## src/rtl/trans_framer.sv

```systemverilog
// rtl/trans_framer.sv - byte-serial to 128-bit transaction word framer with output FIFO
module trans_framer #(
   parameter int FIFO_DEPTH      = 4,
   parameter int BIT_BLOCK_START = 9,
   parameter int CNT_WIDTH       = 16
) (
   input  logic                          clk,
   input  logic                          rst,
   input  logic [7:0]                    byte_i,
   input  logic                          byte_valid_i,
   output logic                          byte_ready_o,
   input  logic                          sob_i,
   output logic [127:0]                  data_o,
   output logic                          valid_o,
   input  logic                          ack_i,
   output logic [$clog2(FIFO_DEPTH):0]   fifo_level_o,
   output logic [CNT_WIDTH-1:0]          frame_count_o
);

   localparam int PTR_W = $clog2(FIFO_DEPTH);
   localparam int LVL_W = PTR_W + 1;

   localparam logic [LVL_W-1:0]     LVL_FULL = LVL_W'(FIFO_DEPTH);
   localparam logic [LVL_W-1:0]     LVL_ONE  = LVL_W'(1);
   localparam logic [PTR_W-1:0]     PTR_ONE  = PTR_W'(1);
   localparam logic [CNT_WIDTH-1:0] CNT_ONE  = CNT_WIDTH'(1);

   // Assembly state
   logic [3:0]   idx_q, idx_d;
   logic [127:0] shift_q, shift_d;
   logic         sob_q, sob_d;

   // FIFO state; level is a separate counter so full and empty are unambiguous
   logic [PTR_W-1:0]     wr_ptr_q, wr_ptr_d;
   logic [PTR_W-1:0]     rd_ptr_q, rd_ptr_d;
   logic [LVL_W-1:0]     level_q, level_d;
   logic [CNT_WIDTH-1:0] count_q, count_d;
   logic [127:0]         mem_q [FIFO_DEPTH];

   logic         xfer;
   logic         push;
   logic         pop;
   logic [127:0] word;

   // Ready drops while in reset and whenever the FIFO is full; bytes stall, never drop
   assign byte_ready_o = !rst && (level_q != LVL_FULL);
   assign xfer         = byte_valid_i && byte_ready_o;
   assign push         = xfer && (idx_q == 4'd15);
   assign pop          = ack_i && (level_q != '0);

   assign valid_o       = (level_q != '0);
   assign data_o        = mem_q[rd_ptr_q];
   assign fifo_level_o  = level_q;
   assign frame_count_o = count_q;

   // Place each transferred byte at its slot; byte k lands at [127-8k -: 8]
   always_comb begin
      idx_d   = idx_q;
      shift_d = shift_q;
      sob_d   = sob_q;
      if (xfer) begin
         idx_d = idx_q + 4'd1;
         shift_d[{~idx_q, 3'b111} -: 8] = byte_i;
         if (idx_q == 4'd0) begin
            sob_d = sob_i;
         end
      end
      // The completed word includes the byte arriving this cycle; OR in the block-start flag
      word                  = shift_d;
      word[BIT_BLOCK_START] = shift_d[BIT_BLOCK_START] | sob_q;
   end

   // Pointer, level and frame counter next-state; push and pop together leave level unchanged
   always_comb begin
      wr_ptr_d = wr_ptr_q;
      rd_ptr_d = rd_ptr_q;
      level_d  = level_q;
      count_d  = count_q;
      if (push) begin
         wr_ptr_d = wr_ptr_q + PTR_ONE;
         count_d  = count_q + CNT_ONE;
      end
      if (pop) begin
         rd_ptr_d = rd_ptr_q + PTR_ONE;
      end
      if (push && !pop) begin
         level_d = level_q + LVL_ONE;
      end else if (pop && !push) begin
         level_d = level_q - LVL_ONE;
      end
   end

   // Control registers; reset discards any partial word and all buffered words
   always_ff @(posedge clk or posedge rst) begin
      if (rst) begin
         idx_q    <= '0;
         shift_q  <= '0;
         sob_q    <= 1'b0;
         wr_ptr_q <= '0;
         rd_ptr_q <= '0;
         level_q  <= '0;
         count_q  <= '0;
      end else begin
         idx_q    <= idx_d;
         shift_q  <= shift_d;
         sob_q    <= sob_d;
         wr_ptr_q <= wr_ptr_d;
         rd_ptr_q <= rd_ptr_d;
         level_q  <= level_d;
         count_q  <= count_d;
      end
   end

   // Word storage; cleared on reset so data_o reads zero out of reset
   always_ff @(posedge clk or posedge rst) begin
      if (rst) begin
         for (int i = 0; i < FIFO_DEPTH; i++) begin
            mem_q[i] <= '0;
         end
      end else if (push) begin
         mem_q[wr_ptr_q] <= word;
      end
   end

endmodule
```

## config.mk

```make
export PLATFORM = sky130hd
export DESIGN_NAME = trans_framer
export DESIGN_NICKNAME = d
export VERILOG_FILES = /design/src/rtl/trans_framer.sv
export SDC_FILE = /design/constraint.sdc
export NUM_CORES = 1
export LEC_CHECK = 0
export ABC_CLOCK_PERIOD_IN_PS = 60500
export CAP_MARGIN = 10
export CORE_UTILIZATION = 40
export DETAILED_ROUTE_END_ITERATION = 10
export RECOVER_POWER = 100
export SYNTH_ARGS = -nofsm -noshare
export SYNTH_HDL_FRONTEND = slang
export SYNTH_SLANG_ARGS = --single-unit
```

## constraint.sdc

```tcl
create_clock -name clk -period 60.5 [get_ports clk]
set_input_delay 9.075 -clock clk [delete_from_list [all_inputs] [get_ports clk]]
set_output_delay 9.075 -clock clk [all_outputs]
set_load 0.02 [all_outputs]
```

Yosys cells after proc, flatten, opt, wreduce, memory -nomap -nowiden

Cells that the tools add are included.

Flip-flop bits (word level): 668

Add/subtract/negate cells: 7
$lt $le $gt $ge: 3
Equal/unequal tests: 2
Shift operators: 2
Mux-type cells: 10
Bitwise logic cells: 4
Reductions and logical operators: 14

Operators by type and width:

| kind                    | number |
|---|---|
| $bwmux 512              | 1 |
| $mux 128                | 4 |
| $bmux 128 s2            | 1 |
| $demux 128 s2           | 1 |
| $shift 8x9->135 const A | 1 |
| $shiftx 8x9->135        | 1 |
| $bwmux 128              | 1 |
| $add 16x1->16 const B   | 1 |
| $neg 7->9               | 1 |
| $logic_and 1x1->1       | 7 |
| $ge 3x3->1 const B      | 2 |
| $mux 3                  | 2 |
| $not 2->3               | 2 |
| $add 2x1->2 const B     | 2 |
| $add 4x1->4 const B     | 1 |
| $eq 4x4->1 const B      | 1 |
| $logic_not 4->1         | 1 |
| $not 4->4               | 1 |
| $add 3x1->3 const B     | 1 |
| $logic_not 1->1         | 3 |
| $lt 3x1->1 const B      | 1 |
| $ne 3x3->1 const B      | 1 |
| $reduce_bool 3->1       | 1 |
| $sub 3x1->3 const B     | 1 |
| other kinds (3)         | 3 |

Logic depth before layout (Yosys ltp)

Gate-level depths: netlist of the first run.

Depth in word-level cells: 8
Depth in mapped cells: 12
Gate-level depth less buffers: 10

Least setup slack after synthesis of the first run

No wires, ideal clock.

Path kind: input to register
Start point: in rst
End point: reg mem_q[100] (netlist name)
Data arrival time: 27.628 ns
Slack: 32.747 ns
Cell stages on the path: 5
Path buffers: 0
Cells stage by stage: inv_1 > nand4_2 > mux2i_1 > inv_1 > mux2_2

Longest elaborated chain between the ends: 5
Elaborated cells on any way between the ends: 6
Classes of those cells: 2 x mux; 4 x reduce/logical

Ends and longest elaborated chain:

| element                       | RTL line | text |
|---|---|---|
| start, declared               | 8        | `input logic rst,` |
| $logic_not 1->1 (no line)     | --       |  |
| $logic_and 1x1->1             | 46       | `assign byte_ready_o = !rst && (level_q != LVL_FULL);` |
| $logic_and 1x1->1             | 47       | `assign xfer = byte_valid_i && byte_ready_o;` |
| $mux 128                      | 61       | `if (xfer) begin` |
| net shift_d[100]              | 30       | `logic [127:0] shift_q, shift_d;` |
| $bwmux 512                    | 121      | `mem_q[wr_ptr_q] <= word;` |
| end signal, assigned by index | 121      |  |
| end, declared                 | 38       | `logic [127:0] mem_q [FIFO_DEPTH];` |

The timed path passes the listed nets, and every way through them passes these cells.
A chain may end at the register's enable or synchronous reset.

Worst setup path in the final report of the first run

Start point: in rst
End point: reg mem_q[231] (netlist name)

Same word-level chain as after synthesis.

==> impl_results.md, run 1 <==
- Tightest Pin Transition: 8390 ps
- Clock slew at reported path FFs: 60 ps
- Type of origin of the critical path: input port
- Port Buf Inserts: 161
- Most used flip-flop cell after synthesis: dfrtp_1
- Global-route wire length before repair: 117000 µm
- Crit path buf inv count: 4
- Syn_nets: 2187
- Largest net degree at the start of global routing: 165
- Tcrit/Tclk final: 38.1%
- Residual DRC count: 0
- CTS tree: built
- Depth of the worst hold-timing path: 1
- Crit path DAT: 23500 ps
- Leak Pwr: 16.2 nW
- Inserted Clock Buffers: 70
- GR Util met2: 33.7%
- Number of cells on the critical path: 7
- Delay-heaviest family, CP: buffers and inverters
- Worst-path cell chain: dlygate4sd3_1, clkinvlp_2, clkbuf_1, nand4_1, mux2i_1, inv_1, mux2_2
- Pins Over Slew Limit: 1475
- I/O Pins: 162
- Number of global-route vias before repair: 18700
- Core box area: 0.0705 mm²
- Setup bufs post-CTS: 0
- Final Skew: 28.8 ps
- Vias: 17600
- CP Capture Type: register
- Gr ovfl total: 0
- Met1 GRT Util: 29.5%
- DPL Wire Length: 45700 µm
- Initial antenna violation count: 13
- Cells after Synth: 2161
- Post-Syn Area: 0.0287 mm²
- Slowest CP cell: clkbuf_1
- Worst-path fanout max: 164
- Latest clock arrival within the worst-skew pair: 610 ps
- Worst reg2reg path depth: 7
- Overall die width: 270 µm
- Final Hold Fails: 0
- Post-synth top area share: 58.2%
- Max-Cap Viols: 20
- Register area share after synthesis: 58.2%
- Post-synth ARST share: 100%
- Met3 usage: 2.60%
- Ys Warns: 0
- Most common cell after layout, fill and taps aside: dfrtp_1
- Cts hold-fix bufs: 0
- Htree depth: 3
- Unrepaired setup endpoints after global routing: false
- #FFs+latches synth: 668
- Layout cells sized above 1: 21.7%
- Netlist cell types: 50
- Clock tree sinks: 668
- Relative slew margins: -459%
- Power per Cell Area: 36.9 mW/mm²
- Max stage delay on crit path: 6070 ps
- Switching part of the total: 29.1%
- Starting Density: 40.8%
- DR iter-0 viols: 1222
- Number of flops mapped to enable cells by yosys: 0
- Flop pwr share: 43.4%
- Most crowded layer after global routing: met2
- Final nets: 2306
- Data required time at the worst endpoint: 60970 ps
- Worst min path class: register to register
- Routed Antenna Nets: 0
- Final min period: 23030 ps
- Worst VDD drop: 0.0000228 V
- Drt via density: 5.38
- Maximum achievable frequency: 43.4 MHz
- Total GRT Usage: 21.0%
- Outcome: finished, violations left
- Setup TNS: 0 ps
- Die H: 270 µm
- Share of total power in combinational logic: 19.0%
- Die Footprint: 0.0729 mm²
- Critical path class: input port to register
- Syn-to-layout area delta: 15.4%
- First drt pass iteration count: 5
- Clock tree buffer depth: 3
- Area leader, netlist: dfrtp_1
- Clk root buf: clkbuf_16
- Main area contributors after synthesis: dfrtp_1 58%, mux4_2 10%, mux2_2 9.5%
- Syn avg cell area: 13.3 µm²
- Endpoints failing setup: 0
- NetSw: 0.000357 W
- Fin util: 47.1%
- Placer congestion estimate: 0.782
- Post-CTS resize count: 0
- Commonest non-fill, non-tap cells in the layout: 667 x dfrtp_1, 394 x nand2_1, 241 x mux2_2, 235 x o21ai_0, 149 x dlygate4sd3_1
- Site Rows: 97
- Internal Power: 0.000868 W
- Clock Power Share: 37.6%
- WL final: 74400 µm
- Routed WL per cell: 22.7 µm
- Failing checks: max-capacitance violations, max-slew violations
==> worst paths after layout <==
check | slack, ps | start | endpoint
worst max-delay path | 37470 | rst | mem_q[231]
worst min-delay path | 470 | frame_count_o[15] | frame_count_o[15]
worst max register to register | 51810 | fifo_level_o[0] | mem_q[175]
worst min register to register | 470 | frame_count_o[15] | frame_count_o[15]
max in group asynchronous | 39830 | rst | mem_q[161]
min in group asynchronous | 10840 | rst | mem_q[265]
==> flip-flops by register name (all words and copies together), names as in the netlist <==
| name | flops |
|---|---|
| mem_q | 512 |
| idx_q | 4 |
| sob_q | 1 |
| fifo_level_o | 3 |
| shift_q | 128 |
| rd_ptr_q | 2 |
| wr_ptr_q | 2 |
| frame_count_o | 16 |
==> layout make-up <==
type	instances	area [µm²]
fill	6245	37300
sequential	668	16700
multi-input combinational	1313	10900
clock buffer	108	2160
timing repair buffer	184	1730
tap	940	1180
clock inverter	18	339
inverter	43	164
antenna	3	7.51
==> power by group through the flow <==
stage	sequential, W	combinational [W]	clock, W
final	0.000531	0.000233	0.000460
after global routing	0.000538	0.000254	0.000490
after CTS	0.000533	0.000243	0.000472
after detailed placement	0.000540	0.000242	0
after global placement	0.000538	0.000238	0
after floorplan	0.000520	0.000176	0
==> logic make-up after synthesis <==
family / share of synthesized area, %
xor+xnor: 0.701
buf+inv: 2.92
compound gates: 5.56
simple gates: 8.21
fa+ha+maj: 0.592
flops: 58.2
mux: 23.9
==> synthesized netlist by cell type (8+ instances only) <==
master	number
nand2_1	392
xnor2_1	16
buf_2	64
mux4_2	128
o31ai_1	23
clkbuf_1	38
mux2i_2	8
buf_1	22
and3_1	11
o21ai_0	221
o2bb2ai_1	24
buf_6	10
mux2i_1	24
mux2_2	242
and2_1	64
inv_1	33
dfrtp_1	668
mux2_4	60
inv_2	8
o21ai_1	14
nand3_1	18
ha_1	12
a21oi_1	8
==> worst register-to-register path, cell delays in order (launching register included) <==
cell        delay (ps)
dfrtp_1            470
nor3b_4            210
buf_4              370
or3_1              370
clkinvlp_2         510
nand2_1           3120
clkbuf_1          2930
mux2_2             570
==> layer usage <==
| layer | share of wire, % | routed length [µm] |
|---|---|---|
| met1 | 45 | 33400 |
| met2 | 48 | 35900 |
| met3 | 4.2 | 3120 |
| met4 | 2.6 | 1950 |
| met5 | 0 | 0 |
==> through the flow <==
stage          area, µm²  worst slack [ps]  power (W)  instances  hold WS (ps)
2_1_floorplan      28700             32620   0.000696       2161           440
3_3_place_gp       31100             40900   0.000775       3148           452
3_5_place_dp       31100             40890   0.000782       3148           458
4_1_cts            33600             40890    0.00125       3274           475
5_1_grt            33200             34970    0.00128       3275           491
6_report           33200             37470    0.00123       3277           468
Power figures use the tool's default switching activity.
==> run 2: changes to the inputs <==
- ABC_CLOCK_PERIOD_IN_PS: 60500 -> 21300
- clock period: 60.5 -> 21.3 ns (I/O delays scaled with it)
==> impl_results.md, run 2 (synthesis results as in run 1) <==
- Commonest non-fill, non-tap cells in the layout: 667 x dfrtp_1, 394 x nand2_1, 239 x mux2_2, 235 x o21ai_0, 149 x dlygate4sd3_1
- Number of global-route vias before repair: 18900 (+1.2%)
- Gr ovfl total: 0 (unchanged)
- Post-CTS resize count: 0 (unchanged)
- Crit path DAT: 11610 ps (-11890 ps)
- Maximum achievable frequency: 90.2 MHz
- Clock tree sinks: 668 (unchanged)
- WL final: 74400 µm (about the same)
- Power per Cell Area: 103 mW/mm² (+180%)
- Global-route wire length before repair: 117000 µm (about the same)
- Critical path class: input port to register
- Port Buf Inserts: 161 (unchanged)
- DPL Wire Length: 45800 µm (+0.26%)
- Routed Antenna Nets: 0 (unchanged)
- CTS tree: built
- Max-Cap Viols: 16 (-20%)
- CP Capture Type: register
- Overall die width: 270 µm (unchanged)
- Final WS setup: 10210 ps (-27260 ps)
- First drt pass iteration count: 5 (unchanged)
- Syn-to-layout area delta: 15.1%
- Vias: 17600 (-0.16%)
- Final nets: 2305 (-0.043%)
- Initial antenna violation count: 7 (-6)
- Worst VDD drop: 0.0000491 V (+120%)
- Clk root buf: clkbuf_16
- Post-DP Area: 0.0311 mm² (about the same)
- Reg area: 0.0167 mm² (unchanged)
- Type of origin of the critical path: input port
- Die Footprint: 0.0729 mm² (unchanged)
- Max FFs per register: 512 (unchanged)
- Most common cell after layout, fill and taps aside: dfrtp_1
- Core box area: 0.0705 mm² (unchanged)
- Drt via density: 5.38 (about the same)
- Setup bufs post-CTS: 0 (unchanged)
- Leak Pwr: 16.2 nW (-0.31%)
- Inserted Clock Buffers: 70 (unchanged)
- Htree depth: 3 (unchanged)
- Latest clock arrival within the worst-skew pair: 610 ps (about the same)
- Post-Place Worst Slack: 13490 ps (-27400 ps)
- Residual DRC count: 0 (unchanged)
- Site Rows: 97 (unchanged)
- Die H: 270 µm (unchanged)
- Tightest Pin Transition: 4620 ps (-3770 ps)
- Failing checks: max-capacitance violations, max-slew violations
- Starting Density: 40.8% (unchanged)
- Pins Over Slew Limit: 1058 (-28%)
- Final Skew: 28.4 ps (-0.411 ps)
- Clock tree buffer depth: 3 (unchanged)
- Unrepaired setup endpoints after global routing: false
- Setup TNS: 0 ps (unchanged)
- Largest net degree at the start of global routing: 209 (+27%)
- Final instance area: 0.0331 mm² (-0.34%)
- Clock slew at reported path FFs: 60 ps (about the same)
- Relative slew margins: -208% (+250 points)
- Tcrit/Tclk final: 52.1%
- Outcome: finished, violations left
- Routed WL per cell: 22.7 µm (+0.16%)
- Total GRT Usage: 20.9% (-0.022 points)
- Final min period: 11090 ps
- I/O Pins: 162 (unchanged)
- Multi-input gate area: 0.0109 mm² (unchanged)
- Endpoints failing setup: 0 (unchanged)
- Final Hold Fails: 0 (unchanged)
- Worst min path class: register to register
- DR iter-0 viols: 1138 (-6.9%)
- Worst-path fanout max: 71 (-57%)
- Cts hold-fix bufs: 0 (unchanged)
- Placer congestion estimate: 0.781 (-0.15%)
- Top reg by flops: mem_q
- Layout cells sized above 1: 21.7% (+0.028 points)
- Fill cell count: 6217 (-0.45%)
- Data required time at the worst endpoint: 21820 ps (-39150 ps)
-- run 2: cell count changes in the layout (fill, tap and decap cells not counted), sizes merged --
cell	change
clkbuf	-10
clkinv	+6
buf	+1
inv	+1
clkinvlp	+2
bufinv	-3
-- run 2: path summary, 6_finish.rpt --
| path | startpoint | slack (ps) | end | depth (start not counted) |
|---|---|---|---|---|
| hold / removal | mem_q[306] | 470 | mem_q[306] | 2 |
| setup reg to reg | fifo_level_o[0] | 12660 | mem_q[72] | 7 |
| hold reg to reg | mem_q[306] | 470 | mem_q[306] | 2 |
| max in group asynchronous | rst | 11450 | mem_q[301] | 4 |
| min in group asynchronous | rst | 3550 | mem_q[366] | 3 |
| setup / recovery | byte_valid_i | 10210 | mem_q[72] | 7 |
-- run 2: power breakdown --
part	switching (W)	total, W	internal, W
clock network	0.000504	0.00125	0.000746
logic	0.000402	0.000667	0.000265
registers	0.000108	0.00150	0.00139
-- run 2: metrics by stage --
stage	hold WS [ps]	power [W]	instances	utilization [%]
6_report	466	0.00342	3274	46.9
3_3_place_gp	452	0.00220	3147	44.1
3_5_place_dp	459	0.00222	3147	44.1
2_1_floorplan	440	0.00198	2161	-
5_1_grt	490	0.00358	3272	46.9
4_1_cts	473	0.00348	3271	47.5
-- run 2: final cells by class --
type / instances / share of cell area (%)
Antenna cell: 3 / 0.0227
Clock buffer: 100 / 6.22
Clock inverter: 24 / 0.916
Inverter: 43 / 0.496
Multi-Input combinational cell: 1313 / 32.9
Sequential cell: 668 / 50.6
Tap cell: 940 / 3.56
Timing Repair Buffer: 183 / 5.31
-- run 2: metal layers --
layer | vias to the layer above | routed length [µm] | GRT usage (%)
met3 | 124 | 3460 | 2.84
met1 | 9211 | 32600 | 28.4
met5 | - | 0 | 0
met4 | 0 | 2280 | 7.42
li1 | 7843 | - | -
met2 | 427 | 36100 | 34.5
-- run 2: worst max-delay path, cell delays in order --
cell,delay [ps]
dlygate4sd3_1,730
nand3b_1,260
or3_1,300
clkinvlp_2,480
nand2_1,2970
clkbuf_1,2970
mux2_2,570
